## config.mk

```make
export PLATFORM = sky130hd
export DESIGN_NAME = y0_dac_if
export DESIGN_NICKNAME = d
export VERILOG_FILES = /design/src/rtl/y0_dac_pkg.sv /design/src/rtl/y0_sync_fifo.sv /design/src/rtl/y0_dac_if.sv
export SDC_FILE = /design/constraint.sdc
export NUM_CORES = 1
export LEC_CHECK = 0
export ABC_AREA = 1
export BUFFER_PORTS_ARGS = -buffer_cell sky130_fd_sc_hd__buf_2
export CORE_ASPECT_RATIO = 0.75
export CORE_UTILIZATION = 33
export CTS_BUF_LIST = sky130_fd_sc_hd__clkbuf_8
export CTS_CLUSTER_DIAMETER = 60
export DETAILED_ROUTE_END_ITERATION = 8
export PLACE_DENSITY = 0.53
export SETUP_SLACK_MARGIN = 0.02
export SKIP_LAST_GASP = 1
export SLEW_MARGIN = 10
export SYNTH_ARGS = -nofsm -noshare
export SYNTH_HDL_FRONTEND = slang
export SYNTH_HIERARCHICAL = 1
export SYNTH_SLANG_ARGS = --single-unit
export TNS_END_PERCENT = 1
```

## constraint.sdc

```tcl
create_clock -name clock -period 2.89 [get_ports clock]
set_clock_uncertainty 0.1 [all_clocks]
set_input_delay 0.289 -clock clock [delete_from_list [all_inputs] [get_ports clock]]
set_output_delay 0.289 -clock clock [all_outputs]
set_load 0.03 [all_outputs]
```

## src/rtl/y0_dac_pkg.sv

```systemverilog
// Shared types and width helpers for the serial DAC output stage.
package y0_dac_pkg;

    typedef enum logic [1:0] {
        IDLE  = 2'd0,
        RUN   = 2'd1,
        DRAIN = 2'd2
    } state_t;

    function automatic int div_w(input int clk_div);
        return (clk_div > 2) ? $clog2(clk_div) : 1;
    endfunction

    function automatic int bit_w(input int in_w);
        return (in_w > 2) ? $clog2(in_w) : 1;
    endfunction

    function automatic int cnt_w(input int depth);
        return $clog2(depth) + 1;
    endfunction

endpackage

```

## src/rtl/y0_sync_fifo.sv

```systemverilog
// Synchronous FIFO, combinational head read; count/full/empty are registered.
// A push while full is accepted only when a pop happens in the same cycle.
module y0_sync_fifo #(
    parameter int DEPTH = 8,
    parameter int W     = 4
) (
    input  logic                     clock,
    input  logic                     reset,
    input  logic                     push,
    input  logic                     pop,
    input  logic [W-1:0]             din,
    output logic [W-1:0]             dout,
    output logic                     full,
    output logic                     empty,
    output logic [$clog2(DEPTH):0]   count
);

    localparam int AW = $clog2(DEPTH);
    localparam int CW = AW + 1;
    localparam logic [CW-1:0] FULL_CNT = CW'(DEPTH);

    logic [W-1:0]  mem [DEPTH];
    logic [AW-1:0] wr_ptr;
    logic [AW-1:0] rd_ptr;
    logic          do_push;
    logic          do_pop;

    assign full    = (count == FULL_CNT);
    assign empty   = (count == '0);
    assign do_pop  = pop && !empty;
    assign do_push = push && (!full || do_pop);
    assign dout    = mem[rd_ptr];

    always_ff @(posedge clock) begin
        if (do_push) begin
            mem[wr_ptr] <= din;
        end
    end

    always_ff @(posedge clock or negedge reset) begin
        if (!reset) begin
            wr_ptr <= '0;
            rd_ptr <= '0;
            count  <= '0;
        end else begin
            if (do_push) begin
                wr_ptr <= wr_ptr + AW'(1);
            end
            if (do_pop) begin
                rd_ptr <= rd_ptr + AW'(1);
            end
            case ({do_push, do_pop})
                2'b10:   count <= count + CW'(1);
                2'b01:   count <= count - CW'(1);
                default: count <= count;
            endcase
        end
    end

endmodule

```

## src/rtl/y0_dac_if.sv

```systemverilog
// Buffers anti-noise samples and streams them MSB-first to a serial DAC in fixed-rate frames.
// First bit appears one cycle after the priming pop; sticky flags report FIFO overflow/underrun.
module y0_dac_if
    import y0_dac_pkg::*;
#(
    parameter int IN_W       = 4,
    parameter int FIFO_DEPTH = 8,
    parameter int CLK_DIV    = 4,
    parameter int PRIME_LVL  = 4
) (
    input  logic                          clock,
    input  logic                          reset,
    input  logic                          enable,
    input  logic                          y0_valid_in,
    input  logic [IN_W-1:0]               y0_data_in,
    input  logic                          clear_flags,
    output logic                          dac_sclk,
    output logic                          dac_sdata,
    output logic                          dac_frame,
    output logic [$clog2(FIFO_DEPTH):0]   fill_level,
    output logic                          overflow_flag,
    output logic                          underrun_flag
);

    localparam int DIV_W = div_w(CLK_DIV);
    localparam int BIT_W = bit_w(IN_W);
    localparam int CNT_W = cnt_w(FIFO_DEPTH);

    localparam logic [DIV_W-1:0] DIV_LAST  = DIV_W'(CLK_DIV - 1);
    localparam logic [DIV_W-1:0] DIV_HALF  = DIV_W'(CLK_DIV / 2);
    localparam logic [BIT_W-1:0] BIT_LAST  = BIT_W'(IN_W - 1);
    localparam logic [CNT_W-1:0] PRIME_CNT = CNT_W'(PRIME_LVL);

    state_t            state;
    logic [DIV_W-1:0]  div;
    logic [DIV_W-1:0]  div_nxt;
    logic [BIT_W-1:0]  bit_cnt;
    logic [IN_W-1:0]   shreg;

    logic [IN_W-1:0]   fifo_dout;
    logic              fifo_full;
    logic              fifo_empty;
    logic              start;
    logic              frame_end;
    logic              pop;
    logic              overflow_evt;
    logic              underrun_evt;

    y0_sync_fifo #(
        .DEPTH (FIFO_DEPTH),
        .W     (IN_W)
    ) u_fifo (
        .clock (clock),
        .reset (reset),
        .push  (y0_valid_in),
        .pop   (pop),
        .din   (y0_data_in),
        .dout  (fifo_dout),
        .full  (fifo_full),
        .empty (fifo_empty),
        .count (fill_level)
    );

    assign div_nxt      = div + DIV_W'(1);
    assign start        = (state == IDLE) && enable && (fill_level >= PRIME_CNT);
    assign frame_end    = (state == RUN) && (div == DIV_LAST) && (bit_cnt == BIT_LAST);
    assign pop          = start || (frame_end && enable && !fifo_empty);
    assign overflow_evt = y0_valid_in && fifo_full && !pop;
    assign underrun_evt = frame_end && enable && fifo_empty;

    // The shift register MSB is the serial output; it is zero outside RUN.
    assign dac_sdata = shreg[IN_W-1];

    always_ff @(posedge clock or negedge reset) begin
        if (!reset) begin
            state     <= IDLE;
            div       <= '0;
            bit_cnt   <= '0;
            shreg     <= '0;
            dac_frame <= 1'b0;
            dac_sclk  <= 1'b0;
        end else begin
            case (state)
                IDLE: begin
                    div      <= '0;
                    bit_cnt  <= '0;
                    dac_sclk <= 1'b0;
                    if (start) begin
                        state     <= RUN;
                        shreg     <= fifo_dout;
                        dac_frame <= 1'b1;
                    end else begin
                        shreg     <= '0;
                        dac_frame <= 1'b0;
                    end
                end
                RUN: begin
                    if (div == DIV_LAST) begin
                        div      <= '0;
                        dac_sclk <= 1'b0;
                        if (bit_cnt == BIT_LAST) begin
                            bit_cnt <= '0;
                            if (enable) begin
                                // Empty FIFO streams a zero frame to keep the DAC framing intact.
                                shreg     <= fifo_empty ? '0 : fifo_dout;
                                dac_frame <= 1'b1;
                            end else begin
                                state     <= DRAIN;
                                shreg     <= '0;
                                dac_frame <= 1'b0;
                            end
                        end else begin
                            bit_cnt   <= bit_cnt + BIT_W'(1);
                            shreg     <= {shreg[IN_W-2:0], 1'b0};
                            dac_frame <= 1'b0;
                        end
                    end else begin
                        div      <= div_nxt;
                        dac_sclk <= (div_nxt >= DIV_HALF);
                    end
                end
                DRAIN: begin
                    state     <= IDLE;
                    div       <= '0;
                    bit_cnt   <= '0;
                    shreg     <= '0;
                    dac_frame <= 1'b0;
                    dac_sclk  <= 1'b0;
                end
                default: begin
                    state     <= IDLE;
                    div       <= '0;
                    bit_cnt   <= '0;
                    shreg     <= '0;
                    dac_frame <= 1'b0;
                    dac_sclk  <= 1'b0;
                end
            endcase
        end
    end

    // Setting a flag wins over a coincident clear.
    always_ff @(posedge clock or negedge reset) begin
        if (!reset) begin
            overflow_flag <= 1'b0;
            underrun_flag <= 1'b0;
        end else begin
            if (overflow_evt) begin
                overflow_flag <= 1'b1;
            end else if (clear_flags) begin
                overflow_flag <= 1'b0;
            end
            if (underrun_evt) begin
                underrun_flag <= 1'b1;
            end else if (clear_flags) begin
                underrun_flag <= 1'b0;
            end
        end
    end

endmodule

```

==> metrics.txt <==
drt wl/cell 12.0 um; first-pass GRT wire length 8210 um; WL met2 1900 um; final cycle utilization of the critical path 86.9%; DR DRC count 0; clk_lat worst skew 0.30 ns; core region area 7470 sq um; DR vias 1749; Global Route Usage Sum 12.9%; CTS resizes 0; Clock transition at path regs 0.09 ns; Final Hold Fails 0; Synth top area share 37.2%; Worst EP arrival 2.62 ns; slew margin rel. 64.4%; vias in the first global route 1624; Final Wtd Congestion 0.814; Pint 1.59 mW; CTS HTree Levels 2; Die W 104 um; n_diodes 0; largest net degree at the start of global routing 24; die area 8190 sq um; Net Switching 1.12 mW; mapped cell area 2580 sq um; Max VDD drop 0.415 mV; Layout Nets 301; Yosys Warn Count 6; sequential element share of the synthesized area 59.4%; leakage 1.32 nW; antenna-violating nets left 0; CTS tree built; die height 78.7 um; num ports 18; Setup Viol. Count Final 0; Comb power frac 41.5%; Yosys reg bits 55; Fillers 753; Worst setup SP type register; post-synth cell types 27; PortBufs 17; share of layout cells above drive strength 1 16.4%; vias per inst 4.52; sequential power share 43.8%; clk buf depth 2; fraction of registers with async set/reset 41.8%; CP Capture Type register; Gate Count Post-Synth 258; global route overflow 0; post-synthesis compound-gate area fraction 5.71%; postcts setup bufs 0; met1 wire length 2500 um; count leader, synth nand2_1; Reg area 1540 sq um; Simple-Gate Fraction of Synth Area 22.2%; initial antenna violation count 0; PD cells 932 nW/um^2; Routed WL 4650 um; Adder-Cell Fraction of Synth Area 3.68%; Critical path origin u_fifo/count[0]$_DFFE_PN0P_; Crit Path Max Fanout 5; ranking of synthesized cells by area edfxtp_1 (37%), dfrtp_1 (22%), nand2_1 (8.0%); 1st-pass router iterations 4; overall power 2.71 mW; Slew @ Worst Pin 0.534 ns; clock root buffer clkbuf_8; Rows 27; fin util 38.9%; CTS Hold Buffers Added 1; largest area contributor in the netlist edfxtp_1; Clock power frac 14.7%; WS Path Type register to register; DR WL met3 193 um; number of max-slew violations in the final report 0; Avg Cell Area, Syn 10.0 sq um; Final Critical Period 2.51 ns; Net Count, Synth 274; clk sinks 55; EDFF count, synth 32; sw frac 41.3%; total CTS buffers 5; hold_sp clear_flags; P&R area growth vs syn 12.4%; multiplexer share of the synthesized area 1.98%; Max Used Layer met4; maxcap violations 0; Starting Density 34.6%; XOR/XNOR Fraction of Synth Area 1.69%; RSZ-0062 raised after global routing false; largest family of logic cells by synthesized area simple AND/OR/NAND/NOR gates; run status complete, no violations; Worst R2R Start u_fifo/count[0]$_DFFE_PN0P_; Commonest cells post-synth nand2_1 (55), edfxtp_1 (32), nor2_1 (30); f_max 398 MHz; multi-input logic area 911 sq um; post-DP HPWL 3400 um; Setup TNS Final 0 ns; HP Class input pin to register; Initial DRC Count 100; Post-synth top flop edfxtp_1; CP required 3.00 ns
sequential cells by signal (all words and copies together) (netlist names):
name	cells
u_fifo/count	4
bit_cnt	2
shreg	4
underrun_flag	1
dac_frame	1
u_fifo/wr_ptr	3
div	2
u_fifo/rd_ptr	3
overflow_flag	1
state	2
u_fifo/mem	32
path summary, 6_finish.rpt:
kind                            slack, ns                      endpoint  cells after the start
worst min-delay path                 0.13     overflow_flag$_DFFE_PN0P_                      4
worst min register to register       0.33              div[0]$_DFF_PN0_                      1
max in group asynchronous            1.93  u_fifo/wr_ptr[1]$_DFFE_PN0P_                      2
min in group asynchronous            0.40              div[0]$_DFF_PN0_                      2
worst max-delay path                 0.38   u_fifo/count[3]$_DFFE_PN0P_                     17
worst max register to register       0.38   u_fifo/count[3]$_DFFE_PN0P_                     17
power groups by stage:
stage               clock network (mW)  logic (mW)  registers (mW)
global placement                     0        1.13            1.20
floorplan                            0       0.783            1.26
detailed placement                   0        1.13            1.21
CTS                              0.411        1.14            1.19
finish                           0.398        1.12            1.19
global route                     0.444        1.31            1.22
through the flow:
stage,setup WS [ns],hold WS [ns],cell area (sq um),std cells
floorplan,0.455,-0.107,2580,258
global placement,0.464,0.209,2820,378
detailed placement,0.394,0.207,2820,378
CTS,0.375,0.116,2910,387
global route,0.0815,0.137,2910,387
finish,0.378,0.127,2910,387
critical path: stages, from the launching register on:
cell     delay (ns)
dfrtp_1        0.45
nor2_2         0.16
nand2_2        0.10
inv_1          0.13
inv_1          0.09
nand2_2        0.07
nand2_2        0.05
nand2_2        0.07
inv_1          0.08
nand3_1        0.17
inv_1          0.08
ha_1           0.33
a21oi_1        0.20
nand3_1        0.09
nand2_1        0.09
nand3_1        0.07
nand2_1        0.07
inv_1          0.03
cell type report:
| class | count | share of cell area, % |
|---|---|---|
| clock buffers | 5 | 2.37 |
| well taps | 101 | 4.35 |
| inverters | 30 | 3.87 |
| multi-input cells | 169 | 31.3 |
| flip-flops and latches | 55 | 52.9 |
| clock inverters | 3 | 0.387 |
| repair buffers | 24 | 4.82 |
placed cells by master, fill, tap and decap left out, types with 2 or more instances in the layout:
cell,instances
nand3_1,14
nand2_4,3
o22ai_1,4
ha_1,6
buf_4,6
nor2_1,30
mux2i_1,4
clkinv_1,2
a21oi_1,4
edfxtp_1,32
nand2_2,7
dfrtp_1,23
nand2_1,55
nor2_4,2
xor2_1,4
clkbuf_8,5
nand4_1,3
buf_2,17
o21ai_0,18
inv_1,30
nor3_1,6
nor2_2,3
layer usage:
metal	track usage [%]	vias up
met5	0	-
met4	4.71	0
met3	2.49	8
met2	18.3	28
met1	19.5	806
li1	-	907
logic make-up (layout without fill, tap and decap cells):
family,after synthesis,after routing
compound gates,27,27
buf+inv,34,62
mux,5,5
flops,55,55
xor+xnor,5,5
simple gates,125,125
fa+ha+maj,7,7
No activity file was read; power rests on OpenSTA's default activity.
